==> config.mk <==
export PLATFORM = sky130hd
export DESIGN_NAME = tt_mux_sel_ctrl
export DESIGN_NICKNAME = d
export VERILOG_FILES = /design/src/rtl/tt_mux_ctrl_pkg.sv /design/src/rtl/tt_mux_wb_regs.sv /design/src/rtl/tt_mux_sel_ctrl.sv
export SDC_FILE = /design/constraint.sdc
export NUM_CORES = 1
export LEC_CHECK = 0
export ABC_AREA = 1
export BUFFER_PORTS_ARGS = -buffer_cell sky130_fd_sc_hd__buf_2
export CORE_AREA = 2 2 81 83
export CTS_CLUSTER_DIAMETER = 30
export DETAILED_ROUTE_END_ITERATION = 10
export DIE_AREA = 0 0 83 85
export MAX_ROUTING_LAYER = met4
export PLACE_DENSITY = 0.73
export RECOVER_POWER = 25
export SYNTH_ARGS = -nofsm -noshare
export SYNTH_HDL_FRONTEND = slang
export SYNTH_SLANG_ARGS = --single-unit
==> constraint.sdc <==
create_clock -name clk -period 3.1 [get_ports clk]
set_clock_uncertainty 0.2 [all_clocks]
set_input_delay 0.465 -clock clk [delete_from_list [all_inputs] [get_ports clk]]
set_output_delay 0.465 -clock clk [all_outputs]
set_load 0.02 [all_outputs]
==> src/rtl/tt_mux_ctrl_pkg.sv <==
// rtl/tt_mux_ctrl_pkg.sv - shared states and register constants for the Tiny Tapeout mux sequencer
package tt_mux_ctrl_pkg;

  typedef enum logic [2:0] {
    ST_IDLE   = 3'd0,
    ST_RST    = 3'd1,
    ST_GAP    = 3'd2,
    ST_INC_HI = 3'd3,
    ST_INC_LO = 3'd4,
    ST_ENA    = 3'd5
  } mux_state_t;

  localparam logic [1:0] REG_SEL    = 2'd0;
  localparam logic [1:0] REG_CTRL   = 2'd1;
  localparam logic [1:0] REG_STATUS = 2'd2;

  localparam int CTRL_START     = 0;
  localparam int CTRL_ENA_AFTER = 1;
  localparam int CTRL_ABORT     = 2;

  localparam int STAT_BUSY     = 0;
  localparam int STAT_DONE     = 1;
  localparam int STAT_ADDR_LSB = 16;

endpackage

==> src/rtl/tt_mux_wb_regs.sv <==
// rtl/tt_mux_wb_regs.sv - wishbone decode, zero-wait ack, SEL register and CTRL command pulses
module tt_mux_wb_regs
  import tt_mux_ctrl_pkg::*;
#(
  parameter int ADDR_W = 10
) (
  input  logic              clk,
  input  logic              rst_n,
  input  logic              wbs_stb_i,
  input  logic              wbs_cyc_i,
  input  logic              wbs_we_i,
  input  logic [31:0]       wbs_adr_i,
  input  logic [31:0]       wbs_dat_i,
  output logic              wbs_ack_o,
  output logic [31:0]       wbs_dat_o,
  input  logic              busy,
  input  logic              done,
  input  logic [ADDR_W-1:0] cur_addr,
  output logic [ADDR_W-1:0] sel,
  output logic              start_req,
  output logic              abort_req,
  output logic              ena_after_req
);

  logic        req;
  logic        wr;
  logic [1:0]  reg_idx;
  logic [31:0] rdata;
  logic        unused_bits;

  // A new request is only taken when no ack is pending, so back-to-back strobes ack every other cycle
  assign req     = wbs_stb_i & wbs_cyc_i & ~wbs_ack_o;
  assign wr      = req & wbs_we_i;
  assign reg_idx = wbs_adr_i[3:2];

  // Command pulses act on the accept edge itself
  assign start_req     = wr && (reg_idx == REG_CTRL) && wbs_dat_i[CTRL_START];
  assign abort_req     = wr && (reg_idx == REG_CTRL) && wbs_dat_i[CTRL_ABORT];
  assign ena_after_req = wbs_dat_i[CTRL_ENA_AFTER];

  assign unused_bits = ^{wbs_adr_i[31:4], wbs_adr_i[1:0], wbs_dat_i[31:ADDR_W]};

  // Read mux; CTRL and the spare slot read back as zero
  always_comb begin
    rdata = '0;
    case (reg_idx)
      REG_SEL: rdata[ADDR_W-1:0] = sel;
      REG_STATUS: begin
        rdata[STAT_BUSY]                = busy;
        rdata[STAT_DONE]                = done;
        rdata[STAT_ADDR_LSB +: ADDR_W]  = cur_addr;
      end
      default: rdata = '0;
    endcase
  end

  // Registered ack and read data, plus the SEL register
  always_ff @(posedge clk) begin
    if (!rst_n) begin
      wbs_ack_o <= 1'b0;
      wbs_dat_o <= '0;
      sel       <= '0;
    end else begin
      wbs_ack_o <= req;
      wbs_dat_o <= (req && !wbs_we_i) ? rdata : '0;
      if (wr && (reg_idx == REG_SEL)) begin
        sel <= wbs_dat_i[ADDR_W-1:0];
      end
    end
  end

endmodule

==> src/rtl/tt_mux_sel_ctrl.sv <==
// rtl/tt_mux_sel_ctrl.sv - sequencer that resets, steps and enables the Tiny Tapeout design mux
module tt_mux_sel_ctrl
  import tt_mux_ctrl_pkg::*;
#(
  parameter int ADDR_W  = 10,
  parameter int PULSE_W = 2
) (
  input  logic        clk,
  input  logic        rst_n,
  input  logic        wbs_stb_i,
  input  logic        wbs_cyc_i,
  input  logic        wbs_we_i,
  input  logic [31:0] wbs_adr_i,
  input  logic [31:0] wbs_dat_i,
  output logic        wbs_ack_o,
  output logic [31:0] wbs_dat_o,
  output logic        ctrl_sel_rst_n,
  output logic        ctrl_sel_inc,
  output logic        ctrl_ena,
  output logic        busy
);

  localparam int               CNT_W    = (PULSE_W > 1) ? $clog2(PULSE_W) : 1;
  localparam logic [CNT_W-1:0] CNT_LOAD = CNT_W'(PULSE_W - 1);
  localparam logic [CNT_W-1:0] CNT_ONE  = CNT_W'(1);

  mux_state_t        state;
  mux_state_t        next_state;
  logic [CNT_W-1:0]  cnt;
  logic              timer_done;
  logic [ADDR_W-1:0] sel;
  logic [ADDR_W-1:0] target_q;
  logic [ADDR_W-1:0] cur_addr_q;
  logic [ADDR_W:0]   next_addr;
  logic              ena_after_q;
  logic              done_q;
  logic              start_req;
  logic              abort_req;
  logic              ena_after_req;
  logic              start_acc;
  logic              enter_ena;

  tt_mux_wb_regs #(
    .ADDR_W(ADDR_W)
  ) u_regs (
    .clk          (clk),
    .rst_n        (rst_n),
    .wbs_stb_i    (wbs_stb_i),
    .wbs_cyc_i    (wbs_cyc_i),
    .wbs_we_i     (wbs_we_i),
    .wbs_adr_i    (wbs_adr_i),
    .wbs_dat_i    (wbs_dat_i),
    .wbs_ack_o    (wbs_ack_o),
    .wbs_dat_o    (wbs_dat_o),
    .busy         (busy),
    .done         (done_q),
    .cur_addr     (cur_addr_q),
    .sel          (sel),
    .start_req    (start_req),
    .abort_req    (abort_req),
    .ena_after_req(ena_after_req)
  );

  // One bit wider than the counter so an all-ones target compares before any wrap
  assign next_addr  = {1'b0, cur_addr_q} + {{ADDR_W{1'b0}}, 1'b1};
  assign timer_done = (cnt == '0);
  assign start_acc  = (state == ST_IDLE) && start_req && !abort_req;
  assign enter_ena  = (next_state == ST_ENA) && (state != ST_ENA);

  // State register plus the shared phase timer, reloaded on every state change
  always_ff @(posedge clk) begin
    if (!rst_n) begin
      state <= ST_IDLE;
      cnt   <= '0;
    end else begin
      state <= next_state;
      if (next_state != state) begin
        cnt <= CNT_LOAD;
      end else if (cnt != '0) begin
        cnt <= cnt - CNT_ONE;
      end
    end
  end

  // Next-state decode; abort overrides everything including a simultaneous start
  always_comb begin
    next_state = state;
    case (state)
      ST_IDLE:   if (start_req) next_state = ST_RST;
      ST_RST:    if (timer_done) next_state = ST_GAP;
      ST_GAP:    if (timer_done) next_state = (target_q != '0) ? ST_INC_HI : ST_ENA;
      ST_INC_HI: if (timer_done) next_state = ST_INC_LO;
      ST_INC_LO: if (timer_done) next_state = (next_addr < {1'b0, target_q}) ? ST_INC_HI : ST_ENA;
      ST_ENA:    next_state = ST_IDLE;
      default:   next_state = ST_IDLE;
    endcase
    if (abort_req) begin
      next_state = ST_IDLE;
    end
  end

  // Mux control lines are registered from the next state so they never glitch
  always_ff @(posedge clk) begin
    if (!rst_n) begin
      target_q       <= '0;
      ena_after_q    <= 1'b0;
      done_q         <= 1'b0;
      cur_addr_q     <= '0;
      ctrl_sel_rst_n <= 1'b1;
      ctrl_sel_inc   <= 1'b0;
      ctrl_ena       <= 1'b0;
      busy           <= 1'b0;
    end else begin
      ctrl_sel_rst_n <= (next_state != ST_RST);
      ctrl_sel_inc   <= (next_state == ST_INC_HI);
      busy           <= (next_state != ST_IDLE);
      if (start_acc) begin
        target_q    <= sel;
        ena_after_q <= ena_after_req;
        done_q      <= 1'b0;
        cur_addr_q  <= '0;
      end
      if ((state == ST_INC_LO) && timer_done && !abort_req) begin
        cur_addr_q <= next_addr[ADDR_W-1:0];
      end
      if (abort_req || start_acc) begin
        ctrl_ena <= 1'b0;
      end else if (enter_ena) begin
        ctrl_ena <= ena_after_q;
      end
      if (enter_ena) begin
        done_q <= 1'b1;
      end
    end
  end

endmodule
# After elaboration in Yosys (flattened, before gate mapping)
# Index checks and enable logic that the tools add are counted.
# Widths: inputs -> output; s select.
[word_totals] in_bits=69 elab_cells=75 output_inout_bits=37 register_bits=73
[classes] n_mux=16 n_reduce_logical=23 n_eq_ne=11 bitwise=6 order_cmp=1 add_sub_neg=2
[ops] op="$mux 3" count=8
[ops] op="$mux 10" count=2
[ops] op="$pmux 3 s5" count=1
[ops] op="$add 10x1->11 const B" count=1
[ops] op="$lt 11x10->1" count=1
[ops] op="$logic_and 1x1->1" count=10
[ops] op="$reduce_bool 10->1" count=1
[ops] op="$eq 3x2->1 const B" count=3
[ops] op="$eq 3x3->1 const B" count=2
[ops] op="$reduce_and 3->1" count=2
[ops] op="$mux 1" count=4
[ops] op="$pmux 2 s2" count=1
[ops] op="$reduce_bool 2->1" count=2
[ops] op="$and 1x1->1" count=3
[ops] op="$eq 3x1->1 const B" count=1
[ops] op="$logic_not 3->1" count=1
[ops] op="$ne 3x1->1 const B" count=1
[ops] op="$ne 3x3->1" count=1
[ops] op="$ne 3x3->1 const B" count=1
[ops] op="$not 1->1" count=3
[ops] op="$reduce_bool 3->1" count=1
[ops] op="$eq 2x1->1 const B" count=1
[ops] op="$eq 2x2->1 const B" count=1
[ops] op="$logic_not 1->1" count=2
[ops] op="other kinds (5)" count=5

# Longest topological paths before layout
[depth] word_depth=11 mapped_depth=23

# Hierarchy
# A second synthesis with hierarchy kept.
[hier_totals] hier_cells=384 hier_area_um2=2824.0
[by_module_without_submodules] module="tt_mux_sel_ctrl" instances=1 area_each_um2=1604.0 cells_per_inst=222
[by_module_without_submodules] module="tt_mux_wb_regs" instances=1 area_each_um2=1219.9 cells_per_inst=162

# Least setup slack after synthesis
# OpenSTA, ideal clock, no wires.
[synth_path] kind="register -> register" startpoint="reg cur_addr_q[0]" endpoint="reg cnt" required_ns=2.771 period_less_slack_ns=2.570 stages_incl_launch_ff=24 setup_slack_ns=0.530 setup_ns=0.129 arrival_time_ns=2.241 cell_sequence="dfxtp_1 ha_1 nand3_1 inv_2 nand3_1 xor2_1 inv_1 ha_1 nand2_1 inv_1 a21oi_1 nand2_1 nand2_1 nand2_1 nand2_1 nand2_1 nand2_1 nand2_1 nand2_1 nand2_1 nand2_1 nand2_1 nor2_1 nor2_1"
[synth_via] elab_chain_cells=8
[synth_rtl] element="from (decl)" line="tt_mux_sel_ctrl.sv:33" rtl="logic [ADDR_W-1:0] cur_addr_q;"
[synth_rtl] element="from (signal assigned)" line="tt_mux_sel_ctrl.sv:124" rtl="cur_addr_q <= next_addr[ADDR_W-1:0];"
[synth_rtl] element="$add 10x1->11" line="tt_mux_sel_ctrl.sv:65" rtl="assign next_addr = {1'b0, cur_addr_q} + {{ADDR_W{1'b0}}, 1'b1};"
[synth_rtl] element="$lt 11x10->1" line="tt_mux_sel_ctrl.sv:93" rtl="ST_INC_LO: if (timer_done) next_state = (next_addr < {1'b0, target_q}) ? ST_INC_HI : ST_ENA;"
[synth_rtl] element="$mux 3 (2 in series)" line="tt_mux_sel_ctrl.sv:93"
[synth_rtl] element="$pmux 3 s5" line="tt_mux_sel_ctrl.sv:88" rtl="case (state)"
[synth_rtl] element="$mux 3" line="tt_mux_sel_ctrl.sv:97" rtl="if (abort_req) begin"
[synth_rtl] element="$ne 3x3->1" line="tt_mux_sel_ctrl.sv:77" rtl="if (next_state != state) begin"
[synth_rtl] element="$mux 1" line="tt_mux_sel_ctrl.sv:77"
[synth_rtl] element="to (signal assigned)" line="tt_mux_sel_ctrl.sv:80" rtl="cnt <= cnt - CNT_ONE;"
[synth_rtl] element="to (decl)" line="tt_mux_sel_ctrl.sv:29" rtl="logic [CNT_W-1:0] cnt;"
# Every way passes these cells.
# A chain may end at the register's enable or synchronous reset.

# Final worst setup path
[layout_path] startpoint="reg cur_addr_q[1]" endpoint="reg cnt"
# Same word-level chain as after synthesis.

==> flow_summary_export.csv <==
group,metric,value,unit
power,pwr-share-comb,8.7,%
setup_path,required,3.12,ns
placement,gp_congestion,0.870,
setup_path,cpMaxStageDelayCell,"dfxtp_2",
logic_synthesis,async_reset_ff_share,0,%
setup_path,worst-path-max-fanout,5,
sta,fin_ws,0.297,ns
grt,first_global_vias,1957,
power,power.density,531,nW/um^2
clock_network,cts.sinks,61,
power,seq_power_share,50.3,%
finish,drive_gt1_share,14.3,%
logic_synthesis,synth_common_cells,"61 x dfxtp_1, 61 x nand2_1, 46 x nor2_1",
floorplan,dieHeight,85,um
floorplan,ios,106,
logic_synthesis,syn_area,2650,um^2
floorplan,die_w,83,um
placement,place_ws,0.284,ns
logic_synthesis,ys.flop_type,"dfxtp_1",
sta,final.setup.tns,0,ns
sta,fin_crit,2.80,ns
logic_synthesis,synth_top_area_cell,"dfxtp_1",
clock_network,clk_pin_slew,0.07,ns
grt,grt.overflow.total,0,
drt,drt-initial-drc-count,99,
grt,grt_max_degree,19,
clock_network,cts_max_path_buffers,2,
power,p_int,1220,uW
drt,wl,5240,um
placement,dp_cells,459,
setup_path,setup.worst_path.class,"reg2reg",
run_status,outcome,"completed",
sta,finalHoldViolations,0,
clock_network,cts_tree,"yes",
floorplan,coreArea,6200,um^2
finish,finalNonFillerCells,475,
power,irDropWorstVdd,0.000294,V
clock_network,cts_setup_buffers,0,
floorplan,die-area,7060,um^2
placement,place_area,2900,um^2
run,cap_violations,0,
power,power_frac_clock,41.0,%
sta,fin_crit_sh,90.4,%
logic_synthesis,synth_cells,346,
finish,regArea,1220,um^2
drt,wl_per_cell,11.0,um
finish,diodes,0,
logic_synthesis,ys.warnings.count,0,
floorplan,num_rows,29,
drt,antenna_left,0,
sta,setup_viol,0,
finish,stdcell_area,3060,um^2
finish,area_growth,15.5,%
drt,avgViaCountPerCell,4.67,
setup_path,critPathLaunchType,"register",
logic_synthesis,synth_edf_count,0,
logic_synthesis,ys_seq_area_share,46.1,%
clock_network,clk_latency,0.34,ns
finish,fin_nets,472,
setup_path,slowest_delay,0.37,ns
logic_synthesis,synth_area_leaders,"dfxtp_1 46%, nand2_1 8.6%, nor2_1 6.5%, inv_1 6.1%, a21oi_1 4.7%",
setup_path,crit_chain,"ha_1 -> nand3_1 -> inv_2 -> nand3_1 -> xor2_1 -> inv_1 -> ha_1 -> nand2_1 -> inv_1 -> a21oi_1 -> nand2_1 -> nand2_1 -> nand2_1 -> nand2_1 -> nand2_1 -> nand2_1 -> nand2_1 -> nand2_1 -> nand2_1 -> nand2_1 -> nand2_1 -> nor2_1 -> nor2_1",
sta,final_max_slew_viol_count,0,
placement,place_hpwl,3790,um
min_path,hold_path_class,"in2reg",
power,leakage,0.00131,uW
power,p_sw,408,uW
grt,antenna_found_initial,0,
logic_synthesis,netlist.area_leader.share,46.1,%
clock_network,numCtsBuffers,9,
grt,grt_usage,16.1,%
setup_path,path_common_cell,"nand2_1",
drt,remaining_drc_errors,0,
drt,vias,2217,
logic_synthesis,ys_types,29,
finish,fillCellCount,592,
sta,rsz0062_at_grt,"no",
setup_path,cp-end-kind,"register",
placement,portBuffers,41,
sta,fmax,357,MHz
floorplan,start_util,42.7,%
sta,slew_headroom,66.1,%
sta,hold_ws,0.193,ns
finish,multi_input_area,1150,um^2
logic_synthesis,syn_avg_cell_area,7.66,um^2
power,power_switching_share,25.1,%
setup_path,critPathArrivalTime,2.82,ns
clock_network,cts_root_buffer,"clkbuf_8",
drt,drtPass1Iterations,4,
logic_synthesis,synth-seq-cells,61,
clock_network,htreeDepth,3,
grt,grt_pass1_wl,8780,um
sta,tightest_slew,0.508,ns
-- metrics by stage --
step	power [uW]	util, %
floorplan	944	-
global placement	971	46.7
detailed placement	974	46.7
CTS	1640	49.7
global route	1690	49.3
finish	1620	49.3
-- path summary, 6_finish.rpt --
path	startpoint	endpoint	slack [ns]	depth (start not counted)
setup / recovery	cur_addr_q[1]$_SDFFE_PN0P_	cnt$_SDFF_PN0_	0.30	23
hold / removal	wbs_dat_i[2]	u_regs.sel[2]$_SDFFE_PN0P_	0.19	3
setup reg to reg	cur_addr_q[1]$_SDFFE_PN0P_	cnt$_SDFF_PN0_	0.30	23
hold reg to reg	u_regs.sel[3]$_SDFFE_PN0P_	u_regs.wbs_dat_o[3]$_SDFF_PN0_	0.26	2
-- placed cells by master (no fill, tap or decap), types with 5 or more instances in the layout --
master / netlist / final
clkbuf_1: 7 / 22
a21oi_1: 25 / 25
nand3_1: 10 / 10
clkbuf_8: 0 / 9
nor3_1: 6 / 6
nand2_1: 61 / 61
nand4_1: 5 / 5
inv_2: 10 / 10
o21ai_0: 14 / 14
conb_1: 1 / 12
inv_1: 43 / 43
nor2_1: 46 / 46
a211oi_1: 11 / 11
xor2_1: 7 / 7
buf_2: 0 / 22
ha_1: 10 / 10
dfxtp_1: 61 / 60
-- worst max-delay path, delay by kind of cell, from the launching register on --
family                     cells  cell delay, ns
AOI/OAI and AO/OA              1            0.14
xor gates and xnor gates       1            0.14
adders and majority gates      2            0.48
buffers and inverters          3            0.21
DFF                            1            0.37
and+or+nand+nor               16            1.13
-- routing by layer --
metal / track usage [%] / vias to the layer above / wire [um]
met1: 18.5 / 1008 / 2460
met3: 5.74 / 7 / 229
met2: 25.7 / 35 / 2460
li1: - / 1167 / -
met5: - / - / 0
met4: 6.41 / 0 / 89
-- kinds of logic (layout without fill, tap and decap cells) --
logic type      count (synthesis)  after routing  synth area share (%)
compound gates                 57             57                  12.3
simple gates                  135            135                  21.6
other cells                     1             12                 0.142
fa+ha+maj                      10             10                  4.72
flops                          61             61                  46.1
xor+xnor                        8              8                  2.93
buf+inv                        74            115                  12.2
-- repair_timing --
item / 4_1_cts / 5_1_grt
gates resized for setup: 0 / 1
setup endpoints to repair: 0 / 1
hold buffers: 0 / 0
-- registers in the layout (all words and copies together), names as in the netlist --
| signal | cells |
|---|---|
| u_regs.wbs_dat_o | 20 |
| cur_addr_q | 10 |
| target_q | 10 |
| u_regs.sel | 10 |
| state | 3 |
| busy | 1 |
| cnt | 1 |
| ctrl_ena | 1 |
| ctrl_sel_inc | 1 |
| ctrl_sel_rst_n | 1 |
| done_q | 1 |
| ena_after_q | 1 |
| u_regs.wbs_ack_o | 1 |
-- power by group through the flow --
stage	logic, uW	registers, uW	clock network, uW
2_1_floorplan	106	839	0
3_3_place_gp	137	834	0
3_5_place_dp	140	835	0
4_1_cts	141	817	681
5_1_grt	159	820	714
6_report	141	817	666
-- cell type report --
type                    count  share of cell area (%)
clock buffers              12                    4.42
well taps                  77                    3.15
clock inverters             4                    1.59
multi-input cells         222                    37.5
repair buffers             44                    6.66
inverters                  55                    6.75
flip-flops and latches     61                    39.9
Note: power is estimated with default switching activity, not from simulation.
